===== src/rtl/if_id_buffer_if.sv =====
// Fetch-side and decode-side signals of the IF/ID boundary, bundled for port use.
// master drives fetch/control inputs and observes the ID bundle; slave is the buffer.
interface if_id_buffer_if;
   logic [31:0] if_pc;
   logic [31:0] if_pc4;
   logic        if_misaligned;
   logic        if_fire;
   logic        if_ready;
   logic [31:0] i_in;
   logic        stall;
   logic        flush;
   logic        id_valid;
   logic [31:0] id_pc;
   logic [31:0] id_pc4;
   logic [31:0] id_ir;
   logic        id_misaligned;

   modport master (
      output if_pc, if_pc4, if_misaligned, if_fire, i_in, stall, flush,
      input  if_ready, id_valid, id_pc, id_pc4, id_ir, id_misaligned
   );

   modport slave (
      input  if_pc, if_pc4, if_misaligned, if_fire, i_in, stall, flush,
      output if_ready, id_valid, id_pc, id_pc4, id_ir, id_misaligned
   );
endinterface


===== src/rtl/if_id_buffer.sv =====
// IF/ID boundary: pairs each issued PC with the Imem word returning one cycle later,
// with a one-entry skid (A slot) in front of the registered decode bundle (D slot).
module if_id_buffer #(
   parameter logic [31:0] NOP_INSN = 32'h0000_0013,
   parameter logic [31:0] RESET_PC = 32'h0000_0000
) (
   input  logic           clk,
   input  logic           rst,
   if_id_buffer_if.slave  bus
);

   logic        a_valid_q, a_valid_d;
   logic [31:0] a_pc_q, a_pc_d;
   logic [31:0] a_pc4_q, a_pc4_d;
   logic        a_mis_q, a_mis_d;
   logic [31:0] a_ir_q, a_ir_d;
   logic        a_ir_held_q, a_ir_held_d;

   logic        id_valid_q, id_valid_d;
   logic [31:0] id_pc_q, id_pc_d;
   logic [31:0] id_pc4_q, id_pc4_d;
   logic [31:0] id_ir_q, id_ir_d;
   logic        id_mis_q, id_mis_d;

   logic        d_adv;
   logic        if_ready;
   logic        accept;
   logic [31:0] a_word;

   always_comb begin
      d_adv    = ~bus.stall | ~id_valid_q;
      // A flush frees the A slot, so the redirect target can always be taken.
      if_ready = bus.flush | ~(a_valid_q & ~d_adv);
      accept   = bus.if_fire & if_ready;
      a_word   = a_ir_held_q ? a_ir_q : bus.i_in;

      a_valid_d   = a_valid_q;
      a_pc_d      = a_pc_q;
      a_pc4_d     = a_pc4_q;
      a_mis_d     = a_mis_q;
      a_ir_d      = a_ir_q;
      a_ir_held_d = a_ir_held_q;
      id_valid_d  = id_valid_q;
      id_pc_d     = id_pc_q;
      id_pc4_d    = id_pc4_q;
      id_ir_d     = id_ir_q;
      id_mis_d    = id_mis_q;

      if (bus.flush) begin
         a_valid_d   = 1'b0;
         a_ir_held_d = 1'b0;
         id_valid_d  = 1'b0;
         id_ir_d     = NOP_INSN;
         id_mis_d    = 1'b0;
      end else if (d_adv) begin
         if (a_valid_q) begin
            id_valid_d = 1'b1;
            id_pc_d    = a_pc_q;
            id_pc4_d   = a_pc4_q;
            id_ir_d    = a_mis_q ? NOP_INSN : a_word;
            id_mis_d   = a_mis_q;
         end else begin
            id_valid_d = 1'b0;
            id_ir_d    = NOP_INSN;
            id_mis_d   = 1'b0;
         end
         a_valid_d = 1'b0;
      end else if (a_valid_q && !a_ir_held_q) begin
         // i_in is only valid in A's first cycle; park it before it disappears.
         a_ir_d      = bus.i_in;
         a_ir_held_d = 1'b1;
      end

      if (accept) begin
         a_valid_d   = 1'b1;
         a_pc_d      = bus.if_pc;
         a_pc4_d     = bus.if_pc4;
         a_mis_d     = bus.if_misaligned;
         a_ir_held_d = 1'b0;
      end
   end

   always_ff @(posedge clk) begin
      if (rst) begin
         a_valid_q   <= 1'b0;
         a_pc_q      <= RESET_PC;
         a_pc4_q     <= RESET_PC;
         a_mis_q     <= 1'b0;
         a_ir_q      <= NOP_INSN;
         a_ir_held_q <= 1'b0;
         id_valid_q  <= 1'b0;
         id_pc_q     <= RESET_PC;
         id_pc4_q    <= RESET_PC;
         id_ir_q     <= NOP_INSN;
         id_mis_q    <= 1'b0;
      end else begin
         a_valid_q   <= a_valid_d;
         a_pc_q      <= a_pc_d;
         a_pc4_q     <= a_pc4_d;
         a_mis_q     <= a_mis_d;
         a_ir_q      <= a_ir_d;
         a_ir_held_q <= a_ir_held_d;
         id_valid_q  <= id_valid_d;
         id_pc_q     <= id_pc_d;
         id_pc4_q    <= id_pc4_d;
         id_ir_q     <= id_ir_d;
         id_mis_q    <= id_mis_d;
      end
   end

   assign bus.if_ready      = if_ready;
   assign bus.id_valid      = id_valid_q;
   assign bus.id_pc         = id_pc_q;
   assign bus.id_pc4        = id_pc4_q;
   assign bus.id_ir         = id_ir_q;
   assign bus.id_misaligned = id_mis_q;

endmodule


===== src/flat_wrapper.sv =====
// flat-port wrapper written by rule: the top's interface ports become plain ports
module if_id_buffer_flat 
#(
   parameter logic [31:0] NOP_INSN = 32'h0000_0013,
   parameter logic [31:0] RESET_PC = 32'h0000_0000
)
  (clk, rst, bus_if_pc, bus_if_pc4, bus_if_misaligned, bus_if_fire, bus_i_in, bus_stall, bus_flush, bus_if_ready, bus_id_valid, bus_id_pc, bus_id_pc4, bus_id_ir, bus_id_misaligned);
  if_id_buffer_if bus_i ();
  input  logic clk;
  input  logic rst;
  input wire logic [$bits(bus_i.if_pc)-1:0] bus_if_pc;
  input wire logic [$bits(bus_i.if_pc4)-1:0] bus_if_pc4;
  input wire logic [$bits(bus_i.if_misaligned)-1:0] bus_if_misaligned;
  input wire logic [$bits(bus_i.if_fire)-1:0] bus_if_fire;
  input wire logic [$bits(bus_i.i_in)-1:0] bus_i_in;
  input wire logic [$bits(bus_i.stall)-1:0] bus_stall;
  input wire logic [$bits(bus_i.flush)-1:0] bus_flush;
  output wire logic [$bits(bus_i.if_ready)-1:0] bus_if_ready;
  output wire logic [$bits(bus_i.id_valid)-1:0] bus_id_valid;
  output wire logic [$bits(bus_i.id_pc)-1:0] bus_id_pc;
  output wire logic [$bits(bus_i.id_pc4)-1:0] bus_id_pc4;
  output wire logic [$bits(bus_i.id_ir)-1:0] bus_id_ir;
  output wire logic [$bits(bus_i.id_misaligned)-1:0] bus_id_misaligned;
  assign bus_i.if_pc = bus_if_pc;
  assign bus_i.if_pc4 = bus_if_pc4;
  assign bus_i.if_misaligned = bus_if_misaligned;
  assign bus_i.if_fire = bus_if_fire;
  assign bus_i.i_in = bus_i_in;
  assign bus_i.stall = bus_stall;
  assign bus_i.flush = bus_flush;
  assign bus_if_ready = bus_i.if_ready;
  assign bus_id_valid = bus_i.id_valid;
  assign bus_id_pc = bus_i.id_pc;
  assign bus_id_pc4 = bus_i.id_pc4;
  assign bus_id_ir = bus_i.id_ir;
  assign bus_id_misaligned = bus_i.id_misaligned;
  if_id_buffer #(.NOP_INSN(NOP_INSN), .RESET_PC(RESET_PC)) u_core (.clk(clk), .rst(rst), .bus(bus_i));
endmodule

===== config.mk =====
export PLATFORM = sky130hd
export DESIGN_NAME = if_id_buffer_flat
export DESIGN_NICKNAME = d
export VERILOG_FILES = /design/src/rtl/if_id_buffer_if.sv /design/src/rtl/if_id_buffer.sv /design/src/flat_wrapper.sv
export SDC_FILE = /design/constraint.sdc
export NUM_CORES = 1
export LEC_CHECK = 0
export ABC_AREA = 1
export CELL_PAD_IN_SITES_DETAIL_PLACEMENT = 1
export CELL_PAD_IN_SITES_GLOBAL_PLACEMENT = 1
export CORE_MARGIN = 2
export CORE_UTILIZATION = 35
export DETAILED_ROUTE_END_ITERATION = 10
export HOLD_SLACK_MARGIN = 0.15
export PLACE_DENSITY_LB_ADDON = 0.25
export SLEW_MARGIN = 20
export SYNTH_ARGS = -nofsm -noshare
export SYNTH_HDL_FRONTEND = slang
export SYNTH_SLANG_ARGS = --single-unit

===== constraint.sdc =====
create_clock -name clk -period 1.4 [get_ports clk]
set_input_delay 0.21 -clock clk [delete_from_list [all_inputs] [get_ports clk]]
set_output_delay 0.21 -clock clk [all_outputs]
set_load 0.05 [all_outputs]

# Word-level counts from Yosys, hierarchy flattened
# Index checks and enable logic that the tools add are counted.
# word_totals
output_inout_bits,99
ramBits,0
n_memories,0
mem_bits_ro,0
word_cells,36
reg_bits,197
input_bits,102
latch_bits,0
# op_classes
n_reduce_logical,8
shifts,0
mux,8
magnitude_cmp,0
n_bitwise,9
n_mul,0
add_sub_neg,0
n_div,0
n_eq_ne,0
# op_table
operator,count
$mux 32,3
$reduce_and 3->1,2
$mux 1,5
$not 1->1,5
$reduce_bool 3->1,1
$reduce_or 3->1,1
$and 1x1->1,2
$or 1x1->1,2
$reduce_and 2->1,1
$reduce_or 2->1,1
$logic_and 1x1->1,1
$logic_not 1->1,1

# Depth between registers and ports, before layout
# logic_depth
ltp_word,8
ltp_mapped,7
depth_no_buf,6

# Least setup slack after synthesis
# No wires, ideal clock.
# synth_path
path_type,reg2reg
startpoint,register u_core.id_valid_q (netlist: u_core.bus.id_valid)
endpoint,register u_core.id_pc4_q[10] (netlist: u_core.bus.id_pc4[10])
required_ps,1330
path_buffers,2
t_arrival_ps,1463
stages_incl_launch_ff,7
slack_ps,-133
setup_time_ps,70
synth_period_minus_slack_ps,1533
path_cell_list,dfxtp_1 -> nand2_1 -> buf_4 -> nand3_2 -> buf_2 -> nand2_1 -> a21oi_1
# synth_between
elab_chain_len,3
# synth_rtl
item,line_no,source
from (decl),if_id_buffer.sv:19,"logic id_valid_q, id_valid_d;"
from (signal assigned),if_id_buffer.sv:103,id_valid_q <= id_valid_d;
$not 1->1,if_id_buffer.sv:31,d_adv = ~bus.stall | ~id_valid_q;
$or 1x1->1,if_id_buffer.sv:31,
$reduce_and 3->1 (no line),n/a,
to (signal assigned),if_id_buffer.sv:105,id_pc4_q <= id_pc4_d;
to (decl),if_id_buffer.sv:21,"logic [31:0] id_pc4_q, id_pc4_d;"
# No other way between the ends.
# A chain may end at the register's enable or synchronous reset.

# Final worst setup path
# layout_path
startpoint,register u_core.id_valid_q (netlist: u_core.bus.id_valid)
endpoint,output bus_if_ready
# layout_between
elab_chain_len,6
# layout_rtl
item,line_no,source
$not 1->1,if_id_buffer.sv:31,
$or 1x1->1,if_id_buffer.sv:31,
$not 1->1,if_id_buffer.sv:33,if_ready = bus.flush | ~(a_valid_q & ~d_adv);
$and 1x1->1,if_id_buffer.sv:33,
$not 1->1,if_id_buffer.sv:33,
$or 1x1->1,if_id_buffer.sv:33,
to (decl),flat_wrapper.sv:18,output wire logic [$bits(bus_i.if_ready)-1:0] bus_if_ready;
# No other way between the ends.

==> metrics.log <==
INFO  metric ios = 201
INFO  metric layout.area.seq = 3951 µm²
INFO  metric insertion_delay = 0.44 ns
INFO  metric post_synth_num_cell_types = 21
INFO  metric max_freq = 695.3 MHz
INFO  metric tritoncts = done
INFO  metric synth-seq-cells = 197
INFO  metric cts.path.max_buffers = 2
INFO  metric fin_setup_tns = -0.04803 ns
INFO  metric post_synth.cell_area_avg = 7.173 µm²
INFO  metric critical_path.most_common_cell = sky130_fd_sc_hd__buf_12
INFO  metric synth_most_common_cell = sky130_fd_sc_hd__nand2_1
INFO  metric hold_violations = 0
INFO  metric hold_slack = 0.2960 ns
INFO  metric setup_slack = -0.03827 ns
INFO  metric place_congestion = 0.7773
INFO  metric placement_rows = 55
INFO  metric crit_path_end_kind = output port
INFO  metric cts_inserted_buffers = 17
INFO  metric cts-htree-levels = 4
INFO  metric synth_area_leaders = sky130_fd_sc_hd__dfxtp_1 49%, sky130_fd_sc_hd__nand2_1 15%, sky130_fd_sc_hd__a21oi_1 12%
INFO  metric drt-initial-drc-count = 409
INFO  metric ant_nets = 0
INFO  metric fill_cells = 2665
INFO  metric cts.root.buffer_cell = sky130_fd_sc_hd__clkbuf_16
INFO  metric ys_dominant_reg_cell = sky130_fd_sc_hd__dfxtp_1
INFO  metric initial_core_util = 0.3571
INFO  metric synth_compound_gate_area_share = 0.1240
INFO  metric outcome = complete, but fails checks
INFO  metric grt_antenna_before_repair = 1
INFO  metric worst-r2r-setup-slack = -0.01 ns
INFO  metric netlist.area_leader.share = 0.4879
INFO  metric largest_net_degree_at_the_start_of_global_routing = 57
INFO  metric synthesized_instance_count = 1127
INFO  metric crit_path_cell_trace = nand4_1 > buf_12 > buf_12
INFO  metric synth-simple-area-share = 0.2948
INFO  metric worstPathRequired = 1.19 ns
INFO  metric synth_nets = 1229
INFO  metric crit_arrival = 1.23 ns
INFO  metric netlist_area = 8084 µm²
INFO  metric area_growth_syn_to_layout = 53.78%
INFO  metric path_type_of_the_worst_min_delay_path = in -> reg
INFO  metric pwr_density_cell = 997.5 nW/µm²
INFO  metric grt-busiest-layer = met2
INFO  metric fraction_of_final_layout_cells_sized_beyond_drive_strength_1 = 0.1582
INFO  metric first_pass_iters = 5
INFO  metric globalRouteOverflowTotal = 0
INFO  metric setup_viol = 2
INFO  metric globalRouteMet3Util = 0.04444
INFO  metric die_h = 156.0 µm
INFO  metric slowest_library_cell_on_the_worst_path = sky130_fd_sc_hd__dfxtp_4
INFO  metric layout_worst_path_cycle_share = 1.027
INFO  metric vias = 8221
INFO  metric route.detailed.drc = 0
INFO  metric dpl.hpwl = 17.27 mm
INFO  metric tightestPinTransition = 0.3614 ns
INFO  metric violations = negative setup slack
INFO  metric path_max_fanout = 2
INFO  metric die_width = 156.0 µm
INFO  metric port_buffers = 200
INFO  metric floorplan.core_area = 22640 µm²
INFO  metric leakagePower = 0.005082 µW
INFO  metric reg2reg_from = u_core.bus.id_valid$_SDFFE_PP0P_
INFO  metric number_of_enable_type_register_cells_in_the_synthesized_netlist = 0
INFO  metric finalWorstPathRequiredPeriod = 1.438 ns
INFO  metric first_global_vias = 8138
INFO  metric cap_viol_max_count = 0
INFO  metric antennaDiodeCount = 0
INFO  metric synth-seq-area-share = 0.4879
INFO  metric worst_hold_startpoint = bus_if_fire
INFO  metric design.final.nets = 1404
INFO  metric relSlewSlack = 0.7591
INFO  metric yosys.area_share.adder = 0
INFO  metric r2r-end = u_core.bus.id_valid$_SDFFE_PP0P_
INFO  metric synth-async-reset-ratio = 0
INFO  metric synth_top_cells_by_count = 320 x sky130_fd_sc_hd__nand2_1, 197 x sky130_fd_sc_hd__dfxtp_1, 189 x sky130_fd_sc_hd__a21oi_1
INFO  metric worst_path_largest_cell_delay = 0.35 ns
INFO  metric timing.hold.worst_path_depth = 4
INFO  metric track_usage = 0.2196
INFO  metric yosysTopAreaCell = sky130_fd_sc_hd__dfxtp_1
INFO  metric timing.reg2reg.worst_path_depth = 7
INFO  metric drt-vias-per-instance = 5.138
INFO  metric grt_first_pass_wirelength = 42.59 mm
INFO  metric total_wire_length_after_detailed_routing = 27.17 mm
INFO  metric rsz0062_at_grt = yes
INFO  metric grt_util_met2 = 0.3736
INFO  metric post_synth_mux_area_share = 0
INFO  metric clkTransAtPathRegs = 0.07 ns
INFO  metric multi_input_comb_area = 3441 µm²
INFO  metric die_area = 24330 µm²
INFO  metric whs_endpoint = u_core.a_valid_q$_SDFFE_PP0P_
INFO  metric combinational_family_with_the_most_area_after_synthesis = simple AND/OR/NAND/NOR gates
INFO  metric detail_route.wl_per_cell = 16.98 µm
INFO  metric fin_area = 12430 µm²
INFO  metric groute.layer.met1.usage = 0.2819
INFO  metric ir_drop = 616.0 µV
INFO  metric critical_path_buf_inv_count = 2
INFO  metric finalClockSkew = 0.01005 ns
INFO  metric critical_path_class = reg -> out
INFO  metric tritoncts_num_sinks = 197
INFO  metric synth-xor-area-share = 0
INFO  metric cp-start-kind = flip-flop
INFO  metric cpLargestDelayFamily = flip-flops
INFO  metric detailed_place.area = 11610 µm²
INFO  metric synthesis.yosys.warnings = 0
INFO  metric finalMaxSlewViolations = 0
==> metal layers <==
metal | share of wire | up-vias
li1 | - | 4029
met1 | 0.44 | 3959
met2 | 0.50 | 198
met3 | 0.043 | 33
met4 | 0.014 | 2
met5 | 0.00048 | -
==> how the worst max path moves through the flow <==
| stage | start | to | slack (ns) | cells past startpoint |
|---|---|---|---|---|
| 2_1_floorplan | u_core.bus.id_valid$_SDFFE_PP0P_ | u_core.a_pc4_q[27]$_SDFFE_PP0P_ | 0.05 | 5 |
| 3_3_place_gp | bus_stall | u_core.bus.id_ir[25]$_SDFFE_PP0P_ | -0.22 | 7 |
| 5_1_grt | u_core.bus.id_valid$_SDFFE_PP0P_ | u_core.bus.id_valid$_SDFFE_PP0P_ | -0.07 | 7 |
| 6_report | u_core.bus.id_valid$_SDFFE_PP0P_ | bus_if_ready | -0.04 | 3 |
| 3_5_place_dp | bus_stall | u_core.bus.id_ir[24]$_SDFFE_PP0P_ | -0.27 | 7 |
| 4_1_cts | u_core.a_valid_q$_SDFFE_PP0P_ | bus_if_ready | -0.06 | 3 |
==> sequential cells by signal, indices dropped and copies added, names as in the netlist <==
register,cells
u_core.bus.id_ir,32
u_core.a_valid_q,1
u_core.a_mis_q,1
u_core.bus.id_valid,1
u_core.bus.id_pc,32
u_core.a_ir_held_q,1
u_core.a_pc_q,32
u_core.a_pc4_q,32
u_core.bus.id_misaligned,1
u_core.bus.id_pc4,32
u_core.a_ir_q,32
==> cell usage in the layout (no fill, tap or decap), drive strengths merged, types with 21 or more instances in the layout <==
master | netlist | routed
a21oi | 189 | 189
buf | 70 | 154
clkbuf | 31 | 21
clkdlybuf4s50 | 0 | 97
dfxtp | 197 | 197
inv | 75 | 80
nand2 | 320 | 320
nand3 | 95 | 95
nand4 | 65 | 65
nor2 | 74 | 74
==> repair_timing <==
action	4_1_cts	5_1_grt
cloned	0	4
setup endpoints to repair	1	190
hold buffers	1	0
pin swaps	1	4
resized for setup	6	26
buffers inserted	3	2
endpoints found under the hold margin	12	0
==> worst reg2reg max path, stage by stage (launching register included) <==
cell,delay [ns]
sky130_fd_sc_hd__dfxtp_4,0.34
sky130_fd_sc_hd__buf_4,0.16
sky130_fd_sc_hd__nand2_8,0.10
sky130_fd_sc_hd__buf_8,0.11
sky130_fd_sc_hd__clkinvlp_4,0.19
sky130_fd_sc_hd__clkbuf_16,0.24
sky130_fd_sc_hd__o21ai_2,0.11
sky130_fd_sc_hd__inv_1,0.05
==> layout make-up <==
| cell class | count | area share |
|---|---|---|
| multi-input combinational | 753 | 0.2768 |
| inverter | 76 | 0.02325 |
| timing repair buffer | 257 | 0.3074 |
| clock inverter | 14 | 0.01157 |
| sequential | 197 | 0.3178 |
| clock buffer | 18 | 0.03452 |
| tap | 285 | 0.02868 |
==> power breakdown <==
group	switching, µW	leakage, µW	internal, µW
logic	853	0.00320	771
clock network	2350	0.000273	2510
registers	135	0.00161	5790
==> per-stage QoR <==
stage | utilization | worst slack [ns] | total power, µW | cells
global route | 0.5491 | -0.07309 | 12910 | 1600
floorplan | - | 0.05388 | 6803 | 1127
finish | 0.5491 | -0.03827 | 12400 | 1600
global placement | 0.5127 | -0.2207 | 7607 | 1558
detailed placement | 0.5127 | -0.2683 | 7639 | 1558
CTS | 0.5404 | -0.06450 | 12470 | 1594
==> kinds of logic (layout without fill, tap and decap cells) <==
family          after synthesis  after routing
buf+inv                     177            365
simple gates                555            555
flops                       197            197
compound gates              198            198
Power figures use the tool's default switching activity.
